$ cat src/rtl/cpu_pkg.sv
// Shared definitions for the register-file writeback path.
// Holds the default bus widths and queue depth, plus the grant encoding.
// Also holds a saturating counter helper. Carries no logic of its own.
package cpu_pkg;

    localparam int DATA_W_DEF = 32;
    localparam int ADDR_W_DEF = 5;
    localparam int DEPTH_DEF  = 2;
    localparam int CNT_W      = 16;

    // Identifies which requester received the most recent pop.
    typedef enum logic {
        GRANT_A = 1'b0,
        GRANT_B = 1'b1
    } grant_t;

    // Increments the counter, but holds it at the maximum value instead of wrapping.
    function automatic logic [CNT_W-1:0] sat_inc(input logic [CNT_W-1:0] v);
        return (v == {CNT_W{1'b1}}) ? v : v + 1'b1;
    endfunction

endpackage

$ cat src/rtl/rf_wr_fifo.sv
// Purpose: per-requester writeback queue, DEPTH entries, power-of-two wrap.
// Latency: an entry pushed at edge k is visible on head after edge k (0-cycle read of registered storage).
// Backpressure: full is from registered occupancy; push while full is ignored, pop while empty is ignored.
// Ports: clk/rst_n; push+din enqueue; pop dequeue; full/empty status; head = oldest entry.
module rf_wr_fifo
    import cpu_pkg::*;
#(
    parameter int W     = ADDR_W_DEF + DATA_W_DEF,
    parameter int DEPTH = DEPTH_DEF
) (
    input  logic         clk,
    input  logic         rst_n,
    input  logic         push,
    input  logic [W-1:0] din,
    input  logic         pop,
    output logic         full,
    output logic         empty,
    output logic [W-1:0] head
);

    localparam int PW = (DEPTH > 1) ? $clog2(DEPTH) : 1;
    localparam int CW = $clog2(DEPTH) + 1;

    logic [W-1:0]  mem [DEPTH];
    logic [PW-1:0] wr_ptr;
    logic [PW-1:0] rd_ptr;
    logic [CW-1:0] count;
    logic          do_push;
    logic          do_pop;

    assign full    = (count == CW'(DEPTH));
    assign empty   = (count == '0);
    assign head    = mem[rd_ptr];
    assign do_push = push && !full;
    assign do_pop  = pop && !empty;

    // Pointers wrap naturally because DEPTH is a power of two.
    always_ff @(posedge clk or negedge rst_n) begin
        if (!rst_n) begin
            wr_ptr <= '0;
            rd_ptr <= '0;
            count  <= '0;
        end else begin
            if (do_push) wr_ptr <= wr_ptr + 1'b1;
            if (do_pop)  rd_ptr <= rd_ptr + 1'b1;
            case ({do_push, do_pop})
                2'b10:   count <= count + 1'b1;
                2'b01:   count <= count - 1'b1;
                default: count <= count;
            endcase
        end
    end

    // Storage needs no reset; occupancy alone decides what is valid.
    always_ff @(posedge clk) begin
        if (do_push) mem[wr_ptr] <= din;
    end

endmodule

$ cat src/rtl/rf_wr_arb.sv
// Purpose: round-robin merge of ALU (A) and load (B) writebacks onto one register-file write port.
// Latency: entry accepted into an empty, uncontested queue at edge k is written out at edge k+1.
// Backpressure: per-requester ready = !full of its queue (registered only); held writes wait in place.
// Ports: a_*/b_* valid-ready write requests; rf_we/rf_waddr/rf_wdata registered write port;
//        idle = nothing queued or issuing; conflict_cnt = saturating count of cycles with both queues occupied.
module rf_wr_arb
    import cpu_pkg::*;
#(
    parameter int DATA_W = DATA_W_DEF,
    parameter int ADDR_W = ADDR_W_DEF,
    parameter int DEPTH  = DEPTH_DEF
) (
    input  logic              clk,
    input  logic              rst_n,
    input  logic              a_valid,
    input  logic [ADDR_W-1:0] a_addr,
    input  logic [DATA_W-1:0] a_data,
    output logic              a_ready,
    input  logic              b_valid,
    input  logic [ADDR_W-1:0] b_addr,
    input  logic [DATA_W-1:0] b_data,
    output logic              b_ready,
    output logic              rf_we,
    output logic [ADDR_W-1:0] rf_waddr,
    output logic [DATA_W-1:0] rf_wdata,
    output logic              idle,
    output logic [CNT_W-1:0]  conflict_cnt
);

    typedef struct packed {
        logic [ADDR_W-1:0] addr;
        logic [DATA_W-1:0] data;
    } wr_ent_t;

    wr_ent_t a_head, b_head, sel;
    logic    a_full, a_empty, b_full, b_empty;
    logic    gnt_a, gnt_b;
    grant_t  last_grant, last_grant_nxt;

    assign a_ready = !a_full;
    assign b_ready = !b_full;

    rf_wr_fifo #(.W($bits(wr_ent_t)), .DEPTH(DEPTH)) u_fifo_a (
        .clk   (clk),
        .rst_n (rst_n),
        .push  (a_valid && a_ready),
        .din   ({a_addr, a_data}),
        .pop   (gnt_a),
        .full  (a_full),
        .empty (a_empty),
        .head  (a_head)
    );

    rf_wr_fifo #(.W($bits(wr_ent_t)), .DEPTH(DEPTH)) u_fifo_b (
        .clk   (clk),
        .rst_n (rst_n),
        .push  (b_valid && b_ready),
        .din   ({b_addr, b_data}),
        .pop   (gnt_b),
        .full  (b_full),
        .empty (b_empty),
        .head  (b_head)
    );

    // A wins when alone, or when both are waiting and B had the previous grant.
    always_comb begin
        gnt_a          = 1'b0;
        gnt_b          = 1'b0;
        last_grant_nxt = last_grant;
        if (!a_empty && (b_empty || last_grant == GRANT_B)) begin
            gnt_a          = 1'b1;
            last_grant_nxt = GRANT_A;
        end else if (!b_empty) begin
            gnt_b          = 1'b1;
            last_grant_nxt = GRANT_B;
        end
    end

    assign sel = gnt_a ? a_head : b_head;

    always_ff @(posedge clk or negedge rst_n) begin
        if (!rst_n) begin
            last_grant   <= GRANT_B;
            rf_we        <= 1'b0;
            rf_waddr     <= '0;
            rf_wdata     <= '0;
            conflict_cnt <= '0;
        end else begin
            last_grant <= last_grant_nxt;
            if (gnt_a || gnt_b) begin
                // R0 is hardwired zero: the entry is drained but never written.
                rf_we    <= (sel.addr != '0);
                rf_waddr <= sel.addr;
                rf_wdata <= sel.data;
            end else begin
                rf_we <= 1'b0;
            end
            if (!a_empty && !b_empty) conflict_cnt <= sat_inc(conflict_cnt);
        end
    end

    assign idle = a_empty && b_empty && !rf_we;

endmodule

$ cat config.mk
export PLATFORM = sky130hd
export DESIGN_NAME = rf_wr_arb
export DESIGN_NICKNAME = d
export VERILOG_FILES = /design/src/rtl/cpu_pkg.sv /design/src/rtl/rf_wr_fifo.sv /design/src/rtl/rf_wr_arb.sv
export SDC_FILE = /design/constraint.sdc
export NUM_CORES = 1
export LEC_CHECK = 0
export CAP_MARGIN = 5
export CORE_UTILIZATION = 40
export DETAILED_ROUTE_END_ITERATION = 8
export SYNTH_ARGS = -nofsm -noshare
export SYNTH_HDL_FRONTEND = slang
export SYNTH_HIERARCHICAL = 1
export SYNTH_SLANG_ARGS = --single-unit
$ cat constraint.sdc
create_clock -name clk -period 3.5 [get_ports clk]
set_input_delay 0.7 -clock clk [delete_from_list [all_inputs] [get_ports clk]]
set_output_delay 0.7 -clock clk [all_outputs]
set_load 0.02 [all_outputs]
## Yosys cells after proc, flatten, opt, wreduce, memory -nomap -nowiden

Memory sizes are Yosys's and may differ from the RTL's.
Cells that the tools add are included.

- Register bits after elaboration: 63
- Latch bits: 0
- Memory bits (writable): 148
- ROM bits: 0
- Bits of input ports: 78
- Output and inout bits: 57
- Logic and storage cells: 67
- Memories: 2

- $add $sub $neg: 9
- Multipliers: 0
- Div/mod/pow operators: 0
- $lt $le $gt $ge: 0
- Equal/unequal tests: 8
- Shifts and indexed selects: 0
- Multiplexer cells: 13
- Bitwise gates (word level): 1
- Reduce and logical (&&, ||, !) cells: 23

Memories:

| memory | words | width | read ports | clocked after Yosys merged registers in | wr ports | RTL line | RTL |
|---|---|---|---|---|---|---|---|
| u_fifo_a.mem | 2 | 37 | 1 | 0 | 1 | rf_wr_fifo.sv:24 | `logic [W-1:0] mem [DEPTH];` |
| u_fifo_b.mem | 2 | 37 | 1 | 0 | 1 | rf_wr_fifo.sv:24 |  |

Operator list:

| kind | count |
|---|---|
| $mux 37 | 1 |
| $add 16x1->16 const B | 1 |
| $eq 16x16->1 const B | 1 |
| $logic_and 1x1->1 | 10 |
| $mux 1 | 10 |
| $eq 2x2->1 const B | 4 |
| $pmux 2 s2 | 2 |
| $logic_not 1->1 | 5 |
| $reduce_bool 5->1 | 1 |
| $add 1x1->1 const B | 4 |
| $add 2x1->2 const B | 2 |
| $eq 2x1->1 const B | 2 |
| $logic_not 2->1 | 2 |
| $reduce_bool 2->1 | 2 |
| $sub 2x1->2 const B | 2 |
| $logic_or 1x1->1 | 2 |
| $ne 2x1->1 const B | 1 |
| $reduce_and 2->1 | 1 |
| $not 1->1 | 1 |

## Depth between registers and ports, before layout

Gate-level depths: netlist of the first run.

- Depth in word-level cells: 7
- Depth in mapped cells: 11
- Mapped depth without buffers: 9

## By module

The synthesis of the first run kept the hierarchy.

By module, submodules not included:

| module | instances | cells an instance | area an instance (sq um) | sequential area each (sq um) |
|---|---|---|---|---|
| rf_wr_fifo | 2 | 133 | 2,949.1 | 2,322.2 |
| rf_wr_arb | 1 | 327 | 2,954.1 | 1,377.6 |

## Worst setup path after synthesis of the first run

Ideal clock, no wire load.

- Path kind: input-to-reg
- From: input port a_valid
- To: memory u_fifo_a/mem[0][0] (netlist name), enable pin
- Setup time: 431 ps
- Data arrival time: 2,509 ps
- Data required time: 3,069 ps
- Setup slack: 560 ps
- Stages: 3
- Path buffers: 0
- Path through: nor2b_1 nand2_1 nor2_1

- Longest elaborated chain between the ends: 4

Ends and longest elaborated chain:

| what | RTL line | RTL |
|---|---|---|
| from (decl) | rf_wr_arb.sv:15 | `input logic a_valid,` |
| $logic_and 1x1->1 | rf_wr_arb.sv:46 | `.push (a_valid && a_ready),` |
| $logic_and 1x1->1 | rf_wr_fifo.sv:34 | `assign do_push = push && !full;` |
| $mux 1 | rf_wr_fifo.sv:56 | `if (do_push) mem[wr_ptr] <= din;` |
| $mux 1 (implied by the code) | rf_wr_fifo.sv:56 |  |
| to (decl) | rf_wr_fifo.sv:24 |  |

No other way between the ends.

## Worst setup path in the final report of the first run

- From: register u_fifo_a.count[0]
- To: output port idle

- Longest elaborated chain between the ends: 3

Ends and longest elaborated chain:

| what | RTL line | RTL |
|---|---|---|
| from (decl) | rf_wr_fifo.sv:27 | `logic [CW-1:0] count;` |
| from (signal assigned) | rf_wr_fifo.sv:47 | `2'b10: count <= count + 1'b1;` |
| from (signal assigned) | rf_wr_fifo.sv:48 | `2'b01: count <= count - 1'b1;` |
| from (signal assigned) | rf_wr_fifo.sv:49 | `default: count <= count;` |
| $logic_not 2->1 | rf_wr_fifo.sv:32 | `assign empty = (count == '0);` |
| net a_empty | rf_wr_arb.sv:36 | `logic a_full, a_empty, b_full, b_empty;` |
| $logic_and 1x1->1 (2 in series) | rf_wr_arb.sv:102 | `assign idle = a_empty && b_empty && !rf_we;` |
| to (decl) | rf_wr_arb.sv:26 | `output logic idle,` |

The timed path passes the listed nets, and every way through them passes these cells.

==> reports/results.ini, run 1 <==
[yosys]
yosysWarningCount = 6
async_reset_ff_share_pct = 29.9
synth_nets = 674
ys_ff_latch = 211
synth_ff_type = edfxtp_1
yosysSeqAreaShare_pct = 68.0
synthTopCellsByArea = edfxtp_1 50%, dfrtp_1 18%, mux2_4 7.0%, mux2_2 4.3%, mux2i_1 4.2%
syn_inst = 593
synth.top_cell.area_share_pct = 50.2
synth-edff-count = 148
synth.distinct_cells = 41
avgSynthCellArea_um2 = 14.9
synth.cell_area_um2 = 8850
yosysTopAreaCell = edfxtp_1

[clock_tree]
hold_buffers = 0
path_clk_slew_ns = 0.06
ctsRootBufferMaster = clkbuf_16
cts_buffer_depth = 3
clock_latency_ns = 0.49
htreeDepth = 1
clock_sinks = 211
cts_resized = 0
post-cts-setup-buffers = 0
cts_tree = built
numCtsBuffers = 23

[finish]
final_core_util_pct = 51.4
antenna_cells = 0
fillers = 1851
fin_area_um2 = 11200
area_growth_pct = 26.4
drive_above_1_share_pct = 18.0
fin_nets = 817

[power_and_ir_drop]
leakagePower_nw = 4.19
peakVddDrop_mv = 0.459
power_density_nw_per_um2 = 915

[sta]
final-hold-violation-count = 0
relSlewSlack_pct = 40.6
post-route-period-util_pct = 83.5
final-setup-viol-count = 0
holdWs_ns = 0.324
period_minus_slack_ns = 2.92
fmax_mhz = 342
rsz0062_at_grt = false
clock_skew_ns = 0.0174
slew_violations = 0
finalSetupTns_ns = 0
tightest_slew_ns = 0.890

[global_route]
antenna_found_initial = 0
overflow = 0
grt_usage_pct = 17.1
grt_max_degree = 64
first_global_vias = 5241
grt_pass1_wl_mm = 29.3

[route]
drt_wl_total_mm = 19.0
post_drt_wl_per_cell_um = 18.4
num_vias = 5196
route.detailed.drc = 0
via_per_inst = 5.03
drtAntennaViolNets = 0
drt_pre_antenna_iters = 4
drt_iter0_markers = 213

[place]
place_area_um2 = 10500
port-buffer-count = 134
routabilityCongestion = 0.800
place_hpwl_mm = 12.7

[critical_path]
max_stage_delay_ns = 0.61
cp_max_fo = 14
start_kind = flip-flop
critPathSlowestCell = clkdlybuf4s50_1
regToRegSetupSlack_ns = 0.97
r2r_end = u_fifo_a/count[1]
worstSetupEndpointType = output pin
crit_type = reg -> out
cp_cell_sequence = nor2_4, nand2_1, nor2_1, clkdlybuf4s50_1
crit_required_ns = 2.80
reg2regPathDepth = 7
crit_arrival_ns = 2.22
worstReg2RegStart = u_fifo_a/count[0]

[worst_hold_path]
hold_class = in -> async

[floorplan]
rows = 54
boundaryPins = 135
initial_core_util_pct = 40.7
core_um2 = 21800
dieArea_um2 = 22700
die-width_um = 151
dieHeight_um = 151

[job]
max-cap-violations = 0

[status]
status = complete, no violations

[stage by stage]
| step | worst slack (ns) | std cells | total power [mW] |
|---|---|---|---|
| 2_1_floorplan | 0.560 | 593 | 6.72 |
| 3_3_place_gp | 0.915 | 991 | 8.04 |
| 3_5_place_dp | 0.866 | 991 | 8.14 |
| 4_1_cts | 0.543 | 1032 | 10.4 |
| 5_1_grt | 0.445 | 1032 | 10.8 |
| 6_report | 0.576 | 1032 | 10.2 |
[critical path: cells and delay by family (launching register included)]
family                 cells  cell delay, ns
flip-flops                 1            0.44
buffers and inverters      1            0.61
AND/OR/NAND/NOR            3            0.68
[cell usage after synthesis, drive strengths merged (3+ instances only)]
master,count
a21oi,37
and3,3
buf,19
clkbuf,11
dfrtp,62
edfxtp,148
ha,3
inv,5
mux2,75
mux2i,37
nand2,41
nand2b,4
nand3,6
nand4,5
nor2,46
nor2b,4
nor3,7
nor4,4
o21ai,36
o22ai,5
xnor2,6
xor2,16
[kinds of logic after synthesis]
group / Yosys count / share of synthesized area, %
compound gates: 82 / 4.82
xor+xnor: 22 / 2.18
fa+ha+maj: 3 / 0.424
buf+inv: 35 / 2.13
flops: 211 / 68.0
mux: 112 / 15.5
simple gates: 128 / 6.95
[layout by cell type, fill, tap and decap left out, types with 6 or more instances in the layout]
| cell type | count |
|---|---|
| edfxtp_1 | 148 |
| clkdlybuf4s50_1 | 133 |
| dfrtp_1 | 60 |
| nor2_1 | 41 |
| nand2_1 | 41 |
| mux2_4 | 41 |
| mux2i_1 | 37 |
| a21oi_1 | 37 |
| o21ai_0 | 36 |
| mux2_2 | 34 |
| clkbuf_16 | 23 |
| xor2_1 | 16 |
| buf_4 | 15 |
| clkbuf_1 | 13 |
| nor3_1 | 7 |
| nand3_1 | 6 |
| xnor2_1 | 6 |
[layout make-up]
| class | instances | area (um2) | area share, % |
|---|---|---|---|
| clock buffer | 39 | 666 | 5.95 |
| multi-input combinational | 347 | 2680 | 23.9 |
| clock inverter | 2 | 11.3 | 0.101 |
| inverter | 5 | 18.8 | 0.168 |
| sequential | 211 | 6020 | 53.8 |
| timing repair buffer | 148 | 1440 | 12.9 |
| tap | 280 | 350 | 3.13 |
[layer usage]
metal,part of all wire (%),global-route usage (%),vias up
met5,0,0,-
met4,1.8,4.25,0
met3,6.1,2.85,31
met2,48,27.7,158
met1,44,23.9,2542
li1,-,-,2465
[state kept, by name, summed over array words and instances, names as in the netlist]
name,count
u_fifo_a/rd_ptr,1
rf_we,1
u_fifo_a/mem,74
last_grant,1
conflict_cnt,16
u_fifo_a/wr_ptr,1
u_fifo_b/mem,74
u_fifo_b/rd_ptr,1
rf_waddr,5
rf_wdata,32
u_fifo_b/wr_ptr,1
u_fifo_b/count,2
u_fifo_a/count,2
[where the power goes]
group	switching [mW]	leakage, nW	internal (mW)
registers	0.538	2.11	3.52
clock network	0.893	0.329	1.28
logic	2.12	1.75	1.88
[how the worst max path moves through the flow]
| stage | start | to | slack, ns | cells after the start |
|---|---|---|---|---|
| after floorplan | a_valid | u_fifo_a/mem[0][0] | 0.56 | 3 |
| after global placement | a_valid | u_fifo_a/mem[0][15] | 0.91 | 5 |
| after detailed placement | b_valid | u_fifo_b/mem[1][31] | 0.87 | 4 |
| after CTS | u_fifo_a/count[0] | idle | 0.54 | 4 |
| after global routing | u_fifo_a/count[0] | idle | 0.45 | 4 |
| final | u_fifo_a/count[0] | idle | 0.58 | 4 |
Note: power is estimated with default switching activity, not from simulation.
==> run 2: changes to the inputs <==
- clock period: 3.5 -> 2.8 ns (I/O delays scaled with it)
==> run 2 against run 1 <==
  * Sequential power up 23%
  * Total power up 28%
  * Non-clock buffer count up 1
  * Count of clock-buffer cells in the layout down 15
  * Routed wire length up 3.6%
  * Final area up 0.87%
  * Core utilization up 0.45 points
  * Clock skew down 0.0020 ns
  * Clock power up 38%
  * Worst setup slack worse by 0.34 ns
  * Combinational power up 28%
  * Sequential share of layout area down 0.47 points
==> reports/results.ini, run 2 (same netlist as run 1, synthesis figures left out) <==
[critical_path]
max_stage_delay_ns = 0.64  ; +0.03 ns
crit_required_ns = 2.24  ; -0.56 ns
critPathSlowestCell = clkdlybuf4s50_1
crit_type = reg -> out
cp_cell_sequence = nor2_4, nand2_1, nor2_1, clkdlybuf4s50_1
cp_max_fo = 4  ; -10
crit_buf_inv = 1  ; unchanged
start_kind = flip-flop
crit_arrival_ns = 2.01  ; -0.21 ns
worstSetupEndpointType = output pin
critPathTopFamily = buffers and inverters

[sta]
setup_slack_ns = 0.233  ; -0.343 ns
period_minus_slack_ns = 2.57
final-hold-violation-count = 0  ; unchanged
holdWs_ns = 0.183  ; -0.141 ns
slew_violations = 0  ; unchanged
post-route-period-util_pct = 91.7
rsz0062_at_grt = false
finalSetupTns_ns = 0  ; unchanged
tightest_slew_ns = 0.897  ; +0.00651 ns
relSlewSlack_pct = 40.2  ; -0.43 points
final-setup-viol-count = 0  ; unchanged
clock_skew_ns = 0.0154  ; -0.00205 ns
fmax_mhz = 390

[clock_tree]
clock_latency_ns = 0.51  ; +0.02 ns
path_clk_slew_ns = 0.06  ; about the same
hold_buffers = 0  ; unchanged
cts_tree = built
clock_sinks = 211  ; unchanged
ctsRootBufferMaster = clkbuf_16
cts_buffer_depth = 3  ; unchanged
numCtsBuffers = 22  ; -4.3%
htreeDepth = 1  ; unchanged
post-cts-setup-buffers = 0  ; unchanged
cts_resized = 0  ; unchanged

[power_and_ir_drop]
p_total_mw = 13.1  ; +28%
share_comb_of_total_power_pct = 39.0  ; about the same
peakVddDrop_mv = 0.469  ; +2.2%
leakagePower_nw = 4.24  ; +1.1%
power_frac_seq_pct = 38.2  ; -1.4 points
clkPwrFrac_pct = 22.9  ; +1.6 points
switchingPower_mw = 4.55  ; +28%
sw_frac_of_total_pct = 34.6  ; -0.072 points
power.internal_mw = 8.58  ; +28%
power_density_nw_per_um2 = 1160  ; +27%

[route]
drtAntennaViolNets = 0  ; unchanged
drt_pre_antenna_iters = 5  ; +1
num_vias = 5270  ; +1.4%
route.detailed.drc = 0  ; unchanged
via_per_inst = 5.11  ; +1.4%
post_drt_wl_per_cell_um = 19.0  ; +3.6%
drt_iter0_markers = 288  ; +35%
drt_wl_total_mm = 19.6  ; +3.6%

[finish]
fin_nets = 817  ; unchanged
antenna_cells = 0  ; unchanged
regArea_um2 = 6020  ; unchanged
area_growth_pct = 27.5
fillers = 1855  ; +0.22%
biggestRegsByFlops = u_fifo_a/mem (74), u_fifo_b/mem (74), rf_wdata (32)
fin_area_um2 = 11300  ; +0.87%
final_cells = 1032  ; unchanged
final_core_util_pct = 51.9  ; +0.45 points
final_cell_mix = 148 x edfxtp_1, 133 x clkdlybuf4s50_1, 60 x dfrtp_1
final_common_cell = edfxtp_1
drive_above_1_share_pct = 19.0  ; +1.1 points
multi_input_area_um2 = 2680  ; unchanged

[place]
numPlacedInstances = 992  ; +0.10%
place_area_um2 = 10500  ; +0.19%
port-buffer-count = 134  ; unchanged
dp_slack_ns = 0.530  ; -0.335 ns
place_hpwl_mm = 12.9  ; +1.9%
routabilityCongestion = 0.827  ; +3.4%

[floorplan]
initial_core_util_pct = 40.7  ; unchanged
core_um2 = 21800  ; unchanged
dieArea_um2 = 22700  ; unchanged
rows = 54  ; unchanged
dieHeight_um = 151  ; unchanged
boundaryPins = 135  ; unchanged
die-width_um = 151  ; unchanged

[global_route]
grt_usage_pct = 17.8  ; +0.71 points
grt_pass1_wl_mm = 30.4  ; +4.0%
antenna_found_initial = 0  ; unchanged
overflow = 0  ; unchanged
grt_max_degree = 64  ; unchanged
first_global_vias = 5567  ; +6.2%

[status]
status = complete, no violations

[job]
max-cap-violations = 0  ; unchanged

[worst_hold_path]
hold_class = in -> async

## run 2: area by class of cell
type,instances,share of cell area (%)
Inverter,5,0.166
Timing Repair Buffer,149,13.0
Clock inverter,16,1.74
Tap cell,280,3.10
Clock buffer,24,4.94
Sequential cell,211,53.4
Multi-Input combinational cell,347,23.7
## run 2: worst reg2reg max path, cell delays in order (launching register included)
cell and delay (ns):
dfrtp_1 0.45, nor2_4 0.16, buf_4 0.53, nor2_1 0.16, nor2b_2 0.20, ha_1 0.33, nor2_1 0.15, xor2_1 0.20
## run 2: worst paths after layout
check | start | endpoint | cells past startpoint | slack, ns
max in group asynchronous | rst_n | u_fifo_b/rd_ptr | 1 | 1.98
hold / removal | rst_n | rf_wdata[29] | 1 | 0.18
setup / recovery | u_fifo_a/count[0] | idle | 4 | 0.23
min in group clk | conflict_cnt[15] | conflict_cnt[15] | 1 | 0.50
hold reg to reg | conflict_cnt[15] | conflict_cnt[15] | 1 | 0.50
setup reg to reg | u_fifo_a/count[0] | u_fifo_a/count[1] | 7 | 0.53
## run 2: layer usage
metal  global-route usage (%)  share of wire [%]  up-vias
met2                     31.3                 51      137
met5                        0                  0        -
li1                         -                  -     2473
met4                     4.70                1.7        0
met1                     22.7                 42     2634
met3                     2.88                5.0       26
## run 2: power groups by stage
stage	combinational [mW]	clock, mW	sequential [mW]
after floorplan	3.19	0	5.20
after global placement	5.04	0	5.04
after detailed placement	5.16	0	5.09
after CTS	5.19	3.09	5.03
after global routing	5.57	3.23	5.11
final	5.12	3.00	5.01
==> run 3: changes to the inputs <==
--- a/config.mk
+++ b/config.mk
@@ -6,5 +6,6 @@
 export NUM_CORES = 1
 export LEC_CHECK = 0
-export CAP_MARGIN = 5
+export CAP_MARGIN = 20
+export CORE_ASPECT_RATIO = 0.5
 export CORE_UTILIZATION = 40
 export DETAILED_ROUTE_END_ITERATION = 8
==> constraint.sdc (replaced) <==
create_clock -name clk -period 2.8 [get_ports clk]
set_input_delay 0.56 -clock clk [delete_from_list [all_inputs] [get_ports clk]]
set_output_delay 0.56 -clock clk [all_outputs]
set_load 0.1 [all_outputs]
==> run 3 against run 2 <==
  * First-iteration DRC count fell by 22%
  * Final cell count rose by 2.1%
  * Register-to-register slack improved by 0.23 ns
  * Final area fell by 1.7%
  * Critical path depth rose by 1
  * Routed wire length fell by 1.8%
  * Largest cell class unchanged
==> reports/results.ini, run 3 (same netlist as run 1, synthesis figures left out) <==
[job]
max-cap-violations = 0  ; unchanged

[global_route]
overflow = 0  ; unchanged
grt_usage_pct = 17.6  ; -0.18 points
first_global_vias = 5320  ; -4.4%
grt_pass1_wl_mm = 30.0  ; -1.3%
grt_max_degree = 45  ; -30%
antenna_found_initial = 0  ; unchanged

[sta]
fmax_mhz = 424  ; +8.8%
finalSetupTns_ns = 0  ; unchanged
slew_violations = 0  ; unchanged
rsz0062_at_grt = false
clock_skew_ns = 0.0192  ; +0.00377 ns
tightest_slew_ns = 0.661  ; -0.236 ns
final-setup-viol-count = 0  ; unchanged
relSlewSlack_pct = 56.0  ; +16 points
final-hold-violation-count = 0  ; unchanged
period_minus_slack_ns = 2.36  ; -0.208 ns
post-route-period-util_pct = 84.3  ; -7.4 points

[route]
dr.max_layer_used = met4
route.detailed.drc = 0  ; unchanged
drt_iter0_markers = 225  ; -22%
wl_met3_um = 699  ; -28%
drt_wl_total_mm = 19.3  ; -1.8%
via_per_inst = 4.91  ; -3.9%
post_drt_wl_per_cell_um = 18.3  ; -3.9%
m1WireLength_mm = 9.07  ; +9.0%
wl_met2_mm = 9.14  ; -8.6%
drt_pre_antenna_iters = 6  ; +1
drtAntennaViolNets = 0  ; unchanged
num_vias = 5175  ; -1.8%

[status]
status = complete, no violations

[clock_tree]
cts_buffer_depth = 3  ; unchanged
hold_buffers = 0  ; unchanged
numCtsBuffers = 21  ; -4.5%
clock_sinks = 211  ; unchanged
ctsRootBufferMaster = clkbuf_16
cts_tree = built
clock_latency_ns = 0.51  ; about the same
path_clk_slew_ns = 0.06  ; about the same
cts_resized = 0  ; unchanged
htreeDepth = 1  ; unchanged
post-cts-setup-buffers = 0  ; unchanged

[floorplan]
die-width_um = 212  ; +41%
initial_core_util_pct = 40.8  ; +0.14 points
core_um2 = 21700  ; -0.35%
rows = 38  ; -30%
dieHeight_um = 107  ; -29%
boundaryPins = 135  ; unchanged
dieArea_um2 = 22800  ; +0.16%

[place]
place_hpwl_mm = 12.5  ; -3.4%
routabilityCongestion = 0.779  ; -5.8%
port-buffer-count = 134  ; unchanged

[finish]
fin_nets = 820  ; +0.37%
fillers = 1869  ; +0.75%
final_common_cell = edfxtp_1
biggestRegsByFlops = u_fifo_a/mem (74), u_fifo_b/mem (74), rf_wdata (32)
final_cell_mix = 148 x edfxtp_1, 76 x clkdlybuf4s50_1, 74 x buf_4
area_growth_pct = 25.4
drive_above_1_share_pct = 26.1  ; +7.1 points
antenna_cells = 0  ; unchanged

[critical_path]
crit_type = reg -> out
critPathTopFamily = buffers and inverters
worstSetupEndpointType = output pin
crit_arrival_ns = 1.80  ; -0.21 ns
reg2regPathDepth = 6  ; -1
cp_max_fo = 20  ; +16
start_kind = flip-flop
worstReg2RegStart = last_grant
cp_cell_sequence = nor2_4, buf_4, nand2_1, nor2_2, buf_12
critPathSlowestCell = dfrtp_1
crit_buf_inv = 2  ; +1
regToRegSetupSlack_ns = 0.76  ; +0.23 ns
r2r_end = u_fifo_a/count[1]
crit_required_ns = 2.24  ; about the same
max_stage_delay_ns = 0.43  ; -0.21 ns

[worst_hold_path]
hold_class = in -> async

[run 3: cell count changes in the layout (fill, tap and decap cells not counted), sizes merged]
| cell | delta |
|---|---|
| inv | +2 |
| clkinvlp | -2 |
| bufinv | -4 |
| clkdlybuf4s50 | -57 |
| clkinv | -5 |
| buf | +61 |
| clkbuf | +7 |
[run 3: per-layer routing]
| metal | track usage, % | up-vias |
|---|---|---|
| met4 | 3.96 | 0 |
| met1 | 23.8 | 2571 |
| li1 | - | 2476 |
| met5 | 0 | - |
| met2 | 29.0 | 95 |
| met3 | 3.84 | 33 |
[run 3: cell type report]
cell class                 instances  area [um2]  area share (%)
clock inverter                     7        42.5           0.383
multi-input combinational        347        2680            24.1
tap                              300         375            3.38
sequential                       211        6020            54.3
clock buffer                      31         583            5.25
inverter                           5        18.8           0.169
timing repair buffer             153        1380            12.4
[run 3: stage by stage]
| step | setup slack, ns | hold slack [ns] | instance area, um2 | util (%) | std cells |
|---|---|---|---|---|---|
| finish | 0.441 | 0.0868 | 11100 | 51.2 | 1054 |
| global route | 0.312 | 0.119 | 11100 | 51.2 | 1054 |
| CTS | 0.390 | 0.100 | 11100 | 51.2 | 1054 |
| detailed placement | 0.558 | 0.501 | 10500 | 48.3 | 1016 |
| global placement | 0.529 | 0.486 | 10500 | 48.3 | 1016 |
| floorplan | 0.104 | 0.264 | 8860 | - | 593 |
[run 3: worst max-delay path by stage]
stage          cells after the start             endpoint               from
3_5_place_dp                       5  u_fifo_a/mem[0][35]            a_valid
5_1_grt                            5                 idle  u_fifo_b/count[0]
2_1_floorplan                      5                 idle  u_fifo_a/count[0]
3_3_place_gp                       5  u_fifo_a/mem[0][30]            a_valid
4_1_cts                            5                 idle  u_fifo_b/count[0]
6_report                           5                 idle  u_fifo_b/count[1]
Power of run 3 is not shown: default switching activity piles up to over one toggle a cycle in this logic, so the estimate is an artifact.
